## config.mk

```make
export PLATFORM = sky130hd
export DESIGN_NAME = fpmul_pipe_flat
export DESIGN_NICKNAME = d
export VERILOG_FILES = /design/src/rtl/fpmul_pipe_if.sv /design/src/rtl/fpmul_pipe.sv /design/src/flat_wrapper.sv
export SDC_FILE = /design/constraint.sdc
export NUM_CORES = 2
export LEC_CHECK = 0
export ABC_AREA = 0
export CAP_MARGIN = 40
export CORE_ASPECT_RATIO = 1.2
export CORE_MARGIN = 2
export CORE_UTILIZATION = 60
export DETAILED_ROUTE_END_ITERATION = 6
export DONT_BUFFER_PORTS = 1
export HOLD_SLACK_MARGIN = 0.12
export PLACE_DENSITY_LB_ADDON = 0.08
export SLEW_MARGIN = 20
export SYNTH_ARGS = -nofsm -noshare
export SYNTH_HDL_FRONTEND = slang
export SYNTH_SLANG_ARGS = --single-unit
```

## constraint.sdc

```tcl
create_clock -name clk -period 8.6 [get_ports clk]
set_input_delay 1.72 -clock clk [delete_from_list [all_inputs] [get_ports clk]]
set_output_delay 1.72 -clock clk [all_outputs]
set_load 0.03 [all_outputs]
```

## src/rtl/fpmul_pipe_if.sv

```systemverilog
// Handshake bundle for fpmul_pipe: operand pair in, product and flags out.
// A transfer occurs on a rising edge where valid and ready are both high; valid never waits on ready.
interface fpmul_pipe_if #(
  parameter int EXP_W = 8,
  parameter int MAN_W = 23
);
  localparam int W = 1 + EXP_W + MAN_W;

  logic         in_valid;
  logic         in_ready;
  logic [W-1:0] a;
  logic [W-1:0] b;
  logic         out_valid;
  logic         out_ready;
  logic [W-1:0] y;
  logic [3:0]   flags;

  modport master (
    output in_valid, a, b, out_ready,
    input  in_ready, out_valid, y, flags
  );

  modport slave (
    input  in_valid, a, b, out_ready,
    output in_ready, out_valid, y, flags
  );
endinterface

```

## src/rtl/fpmul_pipe.sv

```systemverilog
// Three-stage floating-point multiplier, round-to-nearest-even, denormals flushed to zero.
// Flags are {invalid, overflow, underflow, inexact} and travel with y.
module fpmul_pipe #(
  parameter int EXP_W = 8,
  parameter int MAN_W = 23
) (
  input logic        clk,
  input logic        reset,
  fpmul_pipe_if.slave io
);
  localparam int W    = 1 + EXP_W + MAN_W;
  localparam int BIAS = (1 << (EXP_W - 1)) - 1;
  localparam int EMAX = (1 << EXP_W) - 1;
  localparam int PW   = 2 * MAN_W + 2;
  localparam int XW   = EXP_W + 2;

  typedef enum logic [1:0] {K_NORM, K_ZERO, K_INF, K_NAN} kind_t;

  // A stage loads when it is empty or its successor is loading this edge.
  logic v1, v2, v3;
  logic en1, en2, en3;
  assign en3         = !v3 || io.out_ready;
  assign en2         = !v2 || en3;
  assign en1         = !v1 || en2;
  assign io.in_ready = en1;

  // Stage 1: unpack, classify, multiply significands, sum exponents.
  logic               sa, sb;
  logic [EXP_W-1:0]   ea, eb;
  logic [MAN_W-1:0]   fa, fb;
  logic               za, zb, ia, ib, na, nb;
  kind_t              kind_d;
  logic               inv_d;
  logic [PW-1:0]      prod_d;
  logic [XW-1:0]      exp_d;

  assign {sa, ea, fa} = io.a;
  assign {sb, eb, fb} = io.b;

  always_comb begin
    za     = (ea == '0);
    zb     = (eb == '0);
    ia     = (ea == '1) && (fa == '0);
    ib     = (eb == '1) && (fb == '0);
    na     = (ea == '1) && (fa != '0);
    nb     = (eb == '1) && (fb != '0);
    inv_d  = (ia && zb) || (za && ib);
    kind_d = K_NORM;
    if (na || nb || inv_d) kind_d = K_NAN;
    else if (ia || ib)     kind_d = K_INF;
    else if (za || zb)     kind_d = K_ZERO;
    prod_d = PW'({1'b1, fa}) * PW'({1'b1, fb});
    exp_d  = XW'(ea) + XW'(eb) - XW'(BIAS);
  end

  logic          s1_sign;
  kind_t         s1_kind;
  logic          s1_inv;
  logic [PW-1:0] s1_prod;
  logic [XW-1:0] s1_exp;

  // Stage 2: normalise so the leading one sits at the top bit, then round.
  logic [PW-1:0]    norm;
  logic [XW-1:0]    exp_n;
  logic [MAN_W-1:0] frac_t;
  logic             guard, rnd, sticky, inc;
  logic [MAN_W:0]   sum;
  logic [MAN_W-1:0] frac_r;
  logic [XW-1:0]    exp_r;
  logic             inx_r;

  always_comb begin
    norm   = s1_prod[PW-1] ? s1_prod : {s1_prod[PW-2:0], 1'b0};
    exp_n  = s1_exp + XW'(s1_prod[PW-1]);
    frac_t = norm[PW-2 -: MAN_W];
    guard  = norm[MAN_W];
    rnd    = norm[MAN_W-1];
    sticky = |norm[MAN_W-2:0];
    inc    = guard && (rnd || sticky || frac_t[0]);
    // A carry out of the fraction means the significand rolled over to 10.000.
    sum    = {1'b0, frac_t} + (MAN_W + 1)'(inc);
    frac_r = sum[MAN_W-1:0];
    exp_r  = exp_n + XW'(sum[MAN_W]);
    inx_r  = guard || rnd || sticky;
  end

  logic             s2_sign;
  kind_t            s2_kind;
  logic             s2_inv;
  logic [MAN_W-1:0] s2_frac;
  logic [XW-1:0]    s2_exp;
  logic             s2_inx;

  // Stage 3: range check on the rounded exponent, special select, pack.
  logic [W-1:0] y_d;
  logic [3:0]   flags_d;
  logic         ovf, unf;

  always_comb begin
    unf     = s2_exp[XW-1] || (s2_exp == '0);
    ovf     = !s2_exp[XW-1] && (s2_exp >= XW'(EMAX));
    y_d     = {s2_sign, s2_exp[EXP_W-1:0], s2_frac};
    flags_d = {3'b000, s2_inx};
    case (s2_kind)
      K_NAN: begin
        y_d     = {1'b0, {EXP_W{1'b1}}, 1'b1, {(MAN_W-1){1'b0}}};
        flags_d = {s2_inv, 3'b000};
      end
      K_INF: begin
        y_d     = {s2_sign, {EXP_W{1'b1}}, {MAN_W{1'b0}}};
        flags_d = 4'b0000;
      end
      K_ZERO: begin
        y_d     = {s2_sign, {(W-1){1'b0}}};
        flags_d = 4'b0000;
      end
      default: begin
        if (ovf) begin
          y_d     = {s2_sign, {EXP_W{1'b1}}, {MAN_W{1'b0}}};
          flags_d = 4'b0101;
        end else if (unf) begin
          y_d     = {s2_sign, {(W-1){1'b0}}};
          flags_d = 4'b0011;
        end
      end
    endcase
  end

  logic [W-1:0] y_q;
  logic [3:0]   flags_q;

  always_ff @(posedge clk) begin
    if (reset) begin
      v1      <= 1'b0;
      v2      <= 1'b0;
      v3      <= 1'b0;
      y_q     <= '0;
      flags_q <= '0;
    end else begin
      if (en1) v1 <= io.in_valid;
      if (en2) v2 <= v1;
      if (en3) v3 <= v2;
      if (en3 && v2) begin
        y_q     <= y_d;
        flags_q <= flags_d;
      end
    end
  end

  always_ff @(posedge clk) begin
    if (en1 && io.in_valid) begin
      s1_sign <= sa ^ sb;
      s1_kind <= kind_d;
      s1_inv  <= inv_d;
      s1_prod <= prod_d;
      s1_exp  <= exp_d;
    end
    if (en2 && v1) begin
      s2_sign <= s1_sign;
      s2_kind <= s1_kind;
      s2_inv  <= s1_inv;
      s2_frac <= frac_r;
      s2_exp  <= exp_r;
      s2_inx  <= inx_r;
    end
  end

  assign io.out_valid = v3;
  assign io.y         = y_q;
  assign io.flags     = flags_q;
endmodule

```

## src/flat_wrapper.sv

```systemverilog
// flat-port wrapper written by rule: the top's interface ports become plain ports
module fpmul_pipe_flat 
#(
  parameter int EXP_W = 8,
  parameter int MAN_W = 23
)
  (clk, reset, io_in_valid, io_a, io_b, io_out_ready, io_in_ready, io_out_valid, io_y, io_flags);
  fpmul_pipe_if #(.EXP_W(EXP_W), .MAN_W(MAN_W)) io_i ();
  input logic clk;
  input logic reset;
  input wire logic [$bits(io_i.in_valid)-1:0] io_in_valid;
  input wire logic [$bits(io_i.a)-1:0] io_a;
  input wire logic [$bits(io_i.b)-1:0] io_b;
  input wire logic [$bits(io_i.out_ready)-1:0] io_out_ready;
  output wire logic [$bits(io_i.in_ready)-1:0] io_in_ready;
  output wire logic [$bits(io_i.out_valid)-1:0] io_out_valid;
  output wire logic [$bits(io_i.y)-1:0] io_y;
  output wire logic [$bits(io_i.flags)-1:0] io_flags;
  assign io_i.in_valid = io_in_valid;
  assign io_i.a = io_a;
  assign io_i.b = io_b;
  assign io_i.out_ready = io_out_ready;
  assign io_in_ready = io_i.in_ready;
  assign io_out_valid = io_i.out_valid;
  assign io_y = io_i.y;
  assign io_flags = io_i.flags;
  fpmul_pipe #(.EXP_W(EXP_W), .MAN_W(MAN_W)) u_core (.clk(clk), .reset(reset), .io(io_i));
endmodule
```

== Word level (Yosys, flattened, before mapping) ==
Index checks and enable logic that the tools add are counted.
Storage, ports and cells
  bits of input ports: 68
  output and inout bits: 38
  bits in registers: 139
  word-level logic and storage cells: 77
Operators by class
  add/subtract/negate cells: 5
  muxes and demuxes: 9
  reductions and logical operators: 38
  equality and inequality tests: 5
  bitwise gates (word level): 1
  multipliers: 1
  order comparisons: 1
Operators with widths (number)
  32-bit one-hot mux with 3 select lines: 1
  31-bit two-way mux: 2
  24-bit by 24-bit multiplier with 48-bit output: 1
  47-bit two-way mux: 1
  23-bit logical NOT: 2
  23-bit nonzero test: 2
  23-bit by 1-bit adder with 24-bit output: 1
  22-bit OR reduction: 1
  10-bit by 1-bit adder with 10-bit output: 2
  8-bit equality test (second input constant): 2
  8-bit logical NOT: 2
  1-bit logical OR: 13
  1-bit logical AND: 11
  10-bit by 8-bit >= comparator with 1-bit output (second input constant): 1
  10-bit logical NOT: 1
  10-bit by 7-bit subtractor with 10-bit output (second input constant): 1
  8-bit by 8-bit adder with 9-bit output: 1
  4-bit one-hot mux with 2 select lines: 1
  2-bit equality test (second input constant): 2
  1-bit logical NOT: 4
  4-bit two-way mux: 1
  2-bit OR reduction: 2
  2-bit by 1-bit equality test with 1-bit output (second input constant): 1
  1-bit two-way mux: 2
  2 further kinds: 2

== Depth between registers and ports, before layout ==
  word-level depth: 7
  depth in mapped cells: 26
  gate-level depth less buffers: 24

== Worst setup path after synthesis ==
OpenSTA, ideal clock, no wires.
  path kind: input-to-reg
  start: in io_b[3]
  end: reg u_core.s1_prod[44] (data pin)
  library setup time: 0.259 ns
  slack: 0.728 ns
  required time: 8.341 ns
  arrival time: 7.613 ns
  cell stages on the path: 25
  path buffers: 1
  cell sequence: clkbuf_1 nand2_1 fa_1 inv_1 fa_1 inv_1 fa_1 inv_1 fa_1 inv_1 fa_1 inv_1 fa_1 inv_1 fa_1 inv_1 ha_1 nand2_2 nor2_1 a32oi_1 and3_1 o31a_1 o31ai_4 a31oi_1 xnor2_1
Between the ends
  cells in the longest elaborated chain, start to end: 1
RTL lines
  from (decl): RTL line flat_wrapper.sv:13  | input wire logic [$bits(io_i.b)-1:0] io_b;
  24-bit by 24-bit multiplier with 48-bit output: RTL line fpmul_pipe.sv:52  | prod_d = PW'({1'b1, fa}) * PW'({1'b1, fb});
  via u_core.prod_d[44]: RTL line fpmul_pipe.sv:34  | logic [PW-1:0] prod_d;
  to (signal assigned): RTL line fpmul_pipe.sv:155  | s1_prod <= prod_d;
  to (decl): RTL line fpmul_pipe.sv:59  | logic [PW-1:0] s1_prod;
The timed path passes the listed nets, and every way through them passes these cells.
A chain may end at the register's enable or synchronous reset.

== Worst setup path in the final report ==
  start: in io_b[8]
  end: reg u_core.s1_prod[44] (data pin)
The elaborated chain is that of the path after synthesis.

==> metrics.json <==
{
  "outcome": {"value": "finished clean"},
  "synth_nets": {"value": 3406},
  "grt_overflow": {"value": 0},
  "worst-setup-path-type": {"value": "in2reg"},
  "setup_clock_skew_after_layout": {"value": 0.0214, "unit": "ns"},
  "ys_ff_latch": {"value": 139},
  "clock_latency": {"value": 0.47, "unit": "ns"},
  "period_needed": {"value": 7.84, "unit": "ns"},
  "holdCritStartpoint": {"value": "u_core.s1_inv"},
  "max_cap_violations": {"value": 0},
  "floorplan.die.height": {"value": 228, "unit": "microns"},
  "critical_path.reg2reg.startpoint": {"value": "u_core.s1_prod[47]"},
  "count_of_flip_flops_with_a_built_in_enable_after_synthesis": {"value": 100},
  "setup.worst_path.start_class": {"value": "input port"},
  "cp_data_arrival_time": {"value": 8.04, "unit": "ns"},
  "required_time_of_the_worst_setup_path": {"value": 8.80, "unit": "ns"},
  "pin_count": {"value": 106},
  "synth-async-reset-ratio": {"value": 0, "unit": "%"},
  "most_common_flop_cell_mapped_by_yosys": {"value": "sky130_fd_sc_hd__edfxtp_1"},
  "clock-sinks": {"value": 139},
  "timing.max_slew.rel_slack": {"value": 51.6, "unit": "%"},
  "dp.final_hpwl": {"value": 50100, "unit": "microns"},
  "synthesis.area_per_instance": {"value": 9.36, "unit": "sq um"},
  "postLayoutCoreUtil": {"value": 63.5, "unit": "%"},
  "clk_transition_reported_paths": {"value": 0.05, "unit": "ns"},
  "number_of_distinct_library_cells_after_synthesis": {"value": 76},
  "die_w": {"value": 190, "unit": "microns"},
  "n_antenna_cell": {"value": 0},
  "fin_tns_setup": {"value": 0, "unit": "ns"},
  "nets": {"value": 3327},
  "maximum_root_to_sink_buffer_count": {"value": 3},
  "fmaxAchievable": {"value": 128, "unit": "MHz"},
  "cts-htree-levels": {"value": 4},
  "synthDominantCellAreaShare": {"value": 38.8, "unit": "%"},
  "area_delta_synth_final": {"value": 4.02, "unit": "%"},
  "multi_input_comb_area": {"value": 18600, "unit": "sq um"},
  "drt-initial-drc-count": {"value": 962},
  "setup_repair_after_global_routing_missed_its_margin": {"value": "no"},
  "vias": {"value": 17844},
  "grt_usage": {"value": 32.0, "unit": "%"},
  "grt_antenna_before_repair": {"value": 0},
  "detailedPlace.worstSlack": {"value": 0.337, "unit": "ns"},
  "endpoint_kind": {"value": "flop"},
  "setup.worst_path.start": {"value": "io_b[8]"},
  "routed_wl": {"value": 65500, "unit": "microns"},
  "setup_viol": {"value": 0},
  "area.sequential": {"value": 3780, "unit": "sq um"},
  "place_congestion": {"value": 0.930},
  "cts_root_buf": {"value": "sky130_fd_sc_hd__clkbuf_16"},
  "postLayoutSetupSlackWorst": {"value": 0.764, "unit": "ns"},
  "total_cts_buffers": {"value": 25},
  "worst-path-max-fanout": {"value": 18},
  "detail-route-antenna-nets": {"value": 0},
  "worst_hold_stages": {"value": 0},
  "yosysSeqAreaShare": {"value": 15.1, "unit": "%"},
  "first_pass_grt_wire_length": {"value": 105000, "unit": "microns"},
  "final_common_cell": {"value": "sky130_fd_sc_hd__inv_1"},
  "postSynthCellCount": {"value": 2669},
  "first_global_vias": {"value": 19431},
  "floorplan.initialDensity": {"value": 61.0, "unit": "%"},
  "postCtsSetupRepairBufs": {"value": 0},
  "netlist_top_cells_area": {"value": "sky130_fd_sc_hd__fa_1, sky130_fd_sc_hd__edfxtp_1, sky130_fd_sc_hd__ha_1"},
  "grt_max_degree": {"value": 63},
  "cts_resized": {"value": 0},
  "holdBufCountCts": {"value": 0},
  "synthDominantAreaCellType": {"value": "sky130_fd_sc_hd__fa_1"},
  "fillers": {"value": 3471},
  "drt_drc_violations_left": {"value": 0},
  "port_buffers": {"value": 0},
  "post-route-period-util": {"value": 91.1, "unit": "%"},
  "worst_slew_pin_tran": {"value": 0.726, "unit": "ns"},
  "final_layout_size_suffix_gt1_share": {"value": 2.97, "unit": "%"},
  "via_per_inst": {"value": 5.69},
  "wire_per_inst": {"value": 20.9, "unit": "microns"},
  "final_max_slew_viols": {"value": 0},
  "synth.cell_area": {"value": 25000, "unit": "sq um"},
  "dieArea": {"value": 43300, "unit": "sq um"},
  "ff2ff_path_depth": {"value": 18},
  "hp-class": {"value": "reg2reg"},
  "floorplan.rows": {"value": 81},
  "finalHoldViolCount": {"value": 0},
  "mostFrequentLayoutCells": {"value": "sky130_fd_sc_hd__inv_1, sky130_fd_sc_hd__fa_1, sky130_fd_sc_hd__nand2_1"},
  "core_area": {"value": 40900, "unit": "sq um"},
  "yosys_warnings": {"value": 0},
  "detailedRoute.firstPassIterationCount": {"value": 7},
  "clock_tree_from_tritoncts": {"value": "built"}
}
-- worst max-delay path, stage by stage --
cell	delay, ns
sky130_fd_sc_hd__clkinv_1	0.24
sky130_fd_sc_hd__nor2_1	0.23
sky130_fd_sc_hd__fa_1	0.46
sky130_fd_sc_hd__fa_1	0.52
sky130_fd_sc_hd__inv_1	0.05
sky130_fd_sc_hd__fa_1	0.47
sky130_fd_sc_hd__inv_1	0.05
sky130_fd_sc_hd__fa_1	0.50
sky130_fd_sc_hd__inv_1	0.06
sky130_fd_sc_hd__fa_1	0.54
sky130_fd_sc_hd__inv_1	0.05
sky130_fd_sc_hd__fa_1	0.48
sky130_fd_sc_hd__inv_1	0.05
sky130_fd_sc_hd__fa_1	0.49
sky130_fd_sc_hd__inv_1	0.04
sky130_fd_sc_hd__ha_1	0.36
sky130_fd_sc_hd__nand2_2	0.11
sky130_fd_sc_hd__nor2_1	0.22
sky130_fd_sc_hd__a32oi_1	0.17
sky130_fd_sc_hd__and3_1	0.26
sky130_fd_sc_hd__o31a_1	0.36
sky130_fd_sc_hd__o31ai_4	0.31
sky130_fd_sc_hd__a31oi_1	0.14
sky130_fd_sc_hd__xnor2_1	0.15
-- worst paths after layout --
kind	to	slack, ns
worst max-delay path	u_core.s1_prod[44]	0.76
worst min register to register	u_core.s2_inv	0.41
worst min-delay path	u_core.s2_inv	0.41
worst max register to register	u_core.s2_exp[6]	4.21
-- synthesized netlist by cell type (3+ instances only) --
library cell               number
sky130_fd_sc_hd__o22ai_1        9
sky130_fd_sc_hd__a31oi_1        8
sky130_fd_sc_hd__nand3_1       33
sky130_fd_sc_hd__fa_1         484
sky130_fd_sc_hd__nor3_1        14
sky130_fd_sc_hd__nor2_1       126
sky130_fd_sc_hd__xnor2_1       59
sky130_fd_sc_hd__and3_1        13
sky130_fd_sc_hd__a21boi_0       3
sky130_fd_sc_hd__mux2i_1        8
sky130_fd_sc_hd__ha_1         185
sky130_fd_sc_hd__buf_2          5
sky130_fd_sc_hd__or2_2          4
sky130_fd_sc_hd__edfxtp_1     100
sky130_fd_sc_hd__clkinv_1       4
sky130_fd_sc_hd__nand2_1      333
sky130_fd_sc_hd__o21ai_0       32
sky130_fd_sc_hd__inv_1        578
sky130_fd_sc_hd__nor2b_1        9
sky130_fd_sc_hd__nand4_1       20
sky130_fd_sc_hd__dfxtp_1       39
sky130_fd_sc_hd__a22oi_1       23
sky130_fd_sc_hd__a221oi_2       3
sky130_fd_sc_hd__a21o_1        15
sky130_fd_sc_hd__a21oi_1       61
sky130_fd_sc_hd__mux2_2         3
sky130_fd_sc_hd__a211oi_1       8
sky130_fd_sc_hd__o21bai_1      13
sky130_fd_sc_hd__o21ai_1        5
sky130_fd_sc_hd__buf_6          3
sky130_fd_sc_hd__o21a_1         3
sky130_fd_sc_hd__clkbuf_1     105
sky130_fd_sc_hd__nor4_1        21
sky130_fd_sc_hd__or3_1          4
sky130_fd_sc_hd__and2_1       249
sky130_fd_sc_hd__xor2_1        36
-- layer usage --
metal | GRT usage [%] | up-vias | part of all wire [%]
met5 | 0 | - | 0
met4 | 12.8 | 0 | 4.1
met3 | 5.21 | 151 | 8.1
met2 | 55.9 | 733 | 49
met1 | 39.9 | 9005 | 38
li1 | - | 7955 | -
-- cells by family after synthesis --
kind of cell    count (synthesis)  share of synthesized area [%]
mux                            11                          0.456
compound gates                216                           6.06
xor+xnor                       95                           3.33
flops                         139                           15.1
simple gates                  841                           16.4
fa+ha+maj                     669                           48.0
buf+inv                       698                           10.6
-- state kept, by name, indices dropped and copies added, names as in the netlist --
| name | flops |
|---|---|
| u_core.s2_frac | 23 |
| u_core.s2_exp | 10 |
| u_core.io.y | 32 |
| u_core.io.out_valid | 1 |
| u_core.v2 | 1 |
| u_core.s2_inx | 1 |
| u_core.s2_kind | 2 |
| u_core.s1_exp | 10 |
| u_core.v1 | 1 |
| u_core.s2_inv | 1 |
| u_core.s2_sign | 1 |
| u_core.io.flags | 4 |
| u_core.s1_kind | 2 |
| u_core.s1_sign | 1 |
| u_core.s1_prod | 48 |
| u_core.s1_inv | 1 |
-- area by class of cell --
type,count,area share (%)
Clock inverter,5,0.101
Tap cell,539,2.59
Inverter,582,8.40
Timing Repair Buffer,10,0.380
Multi-Input combinational cell,1832,71.5
Sequential cell,139,14.6
Clock buffer,28,2.49
-- metrics by stage --
step	cell area, sq um	cells	hold slack (ns)
after global placement	25300	3099	0.402
after floorplan	25000	2669	0.400
final	26000	3135	0.415
after detailed placement	25300	3102	0.408
after CTS	26000	3135	0.417
after global routing	26000	3135	0.424
Power is left out: the tool's default activity adds up to more than one toggle a clock period on the data nets, which glitch-free logic cannot reach.
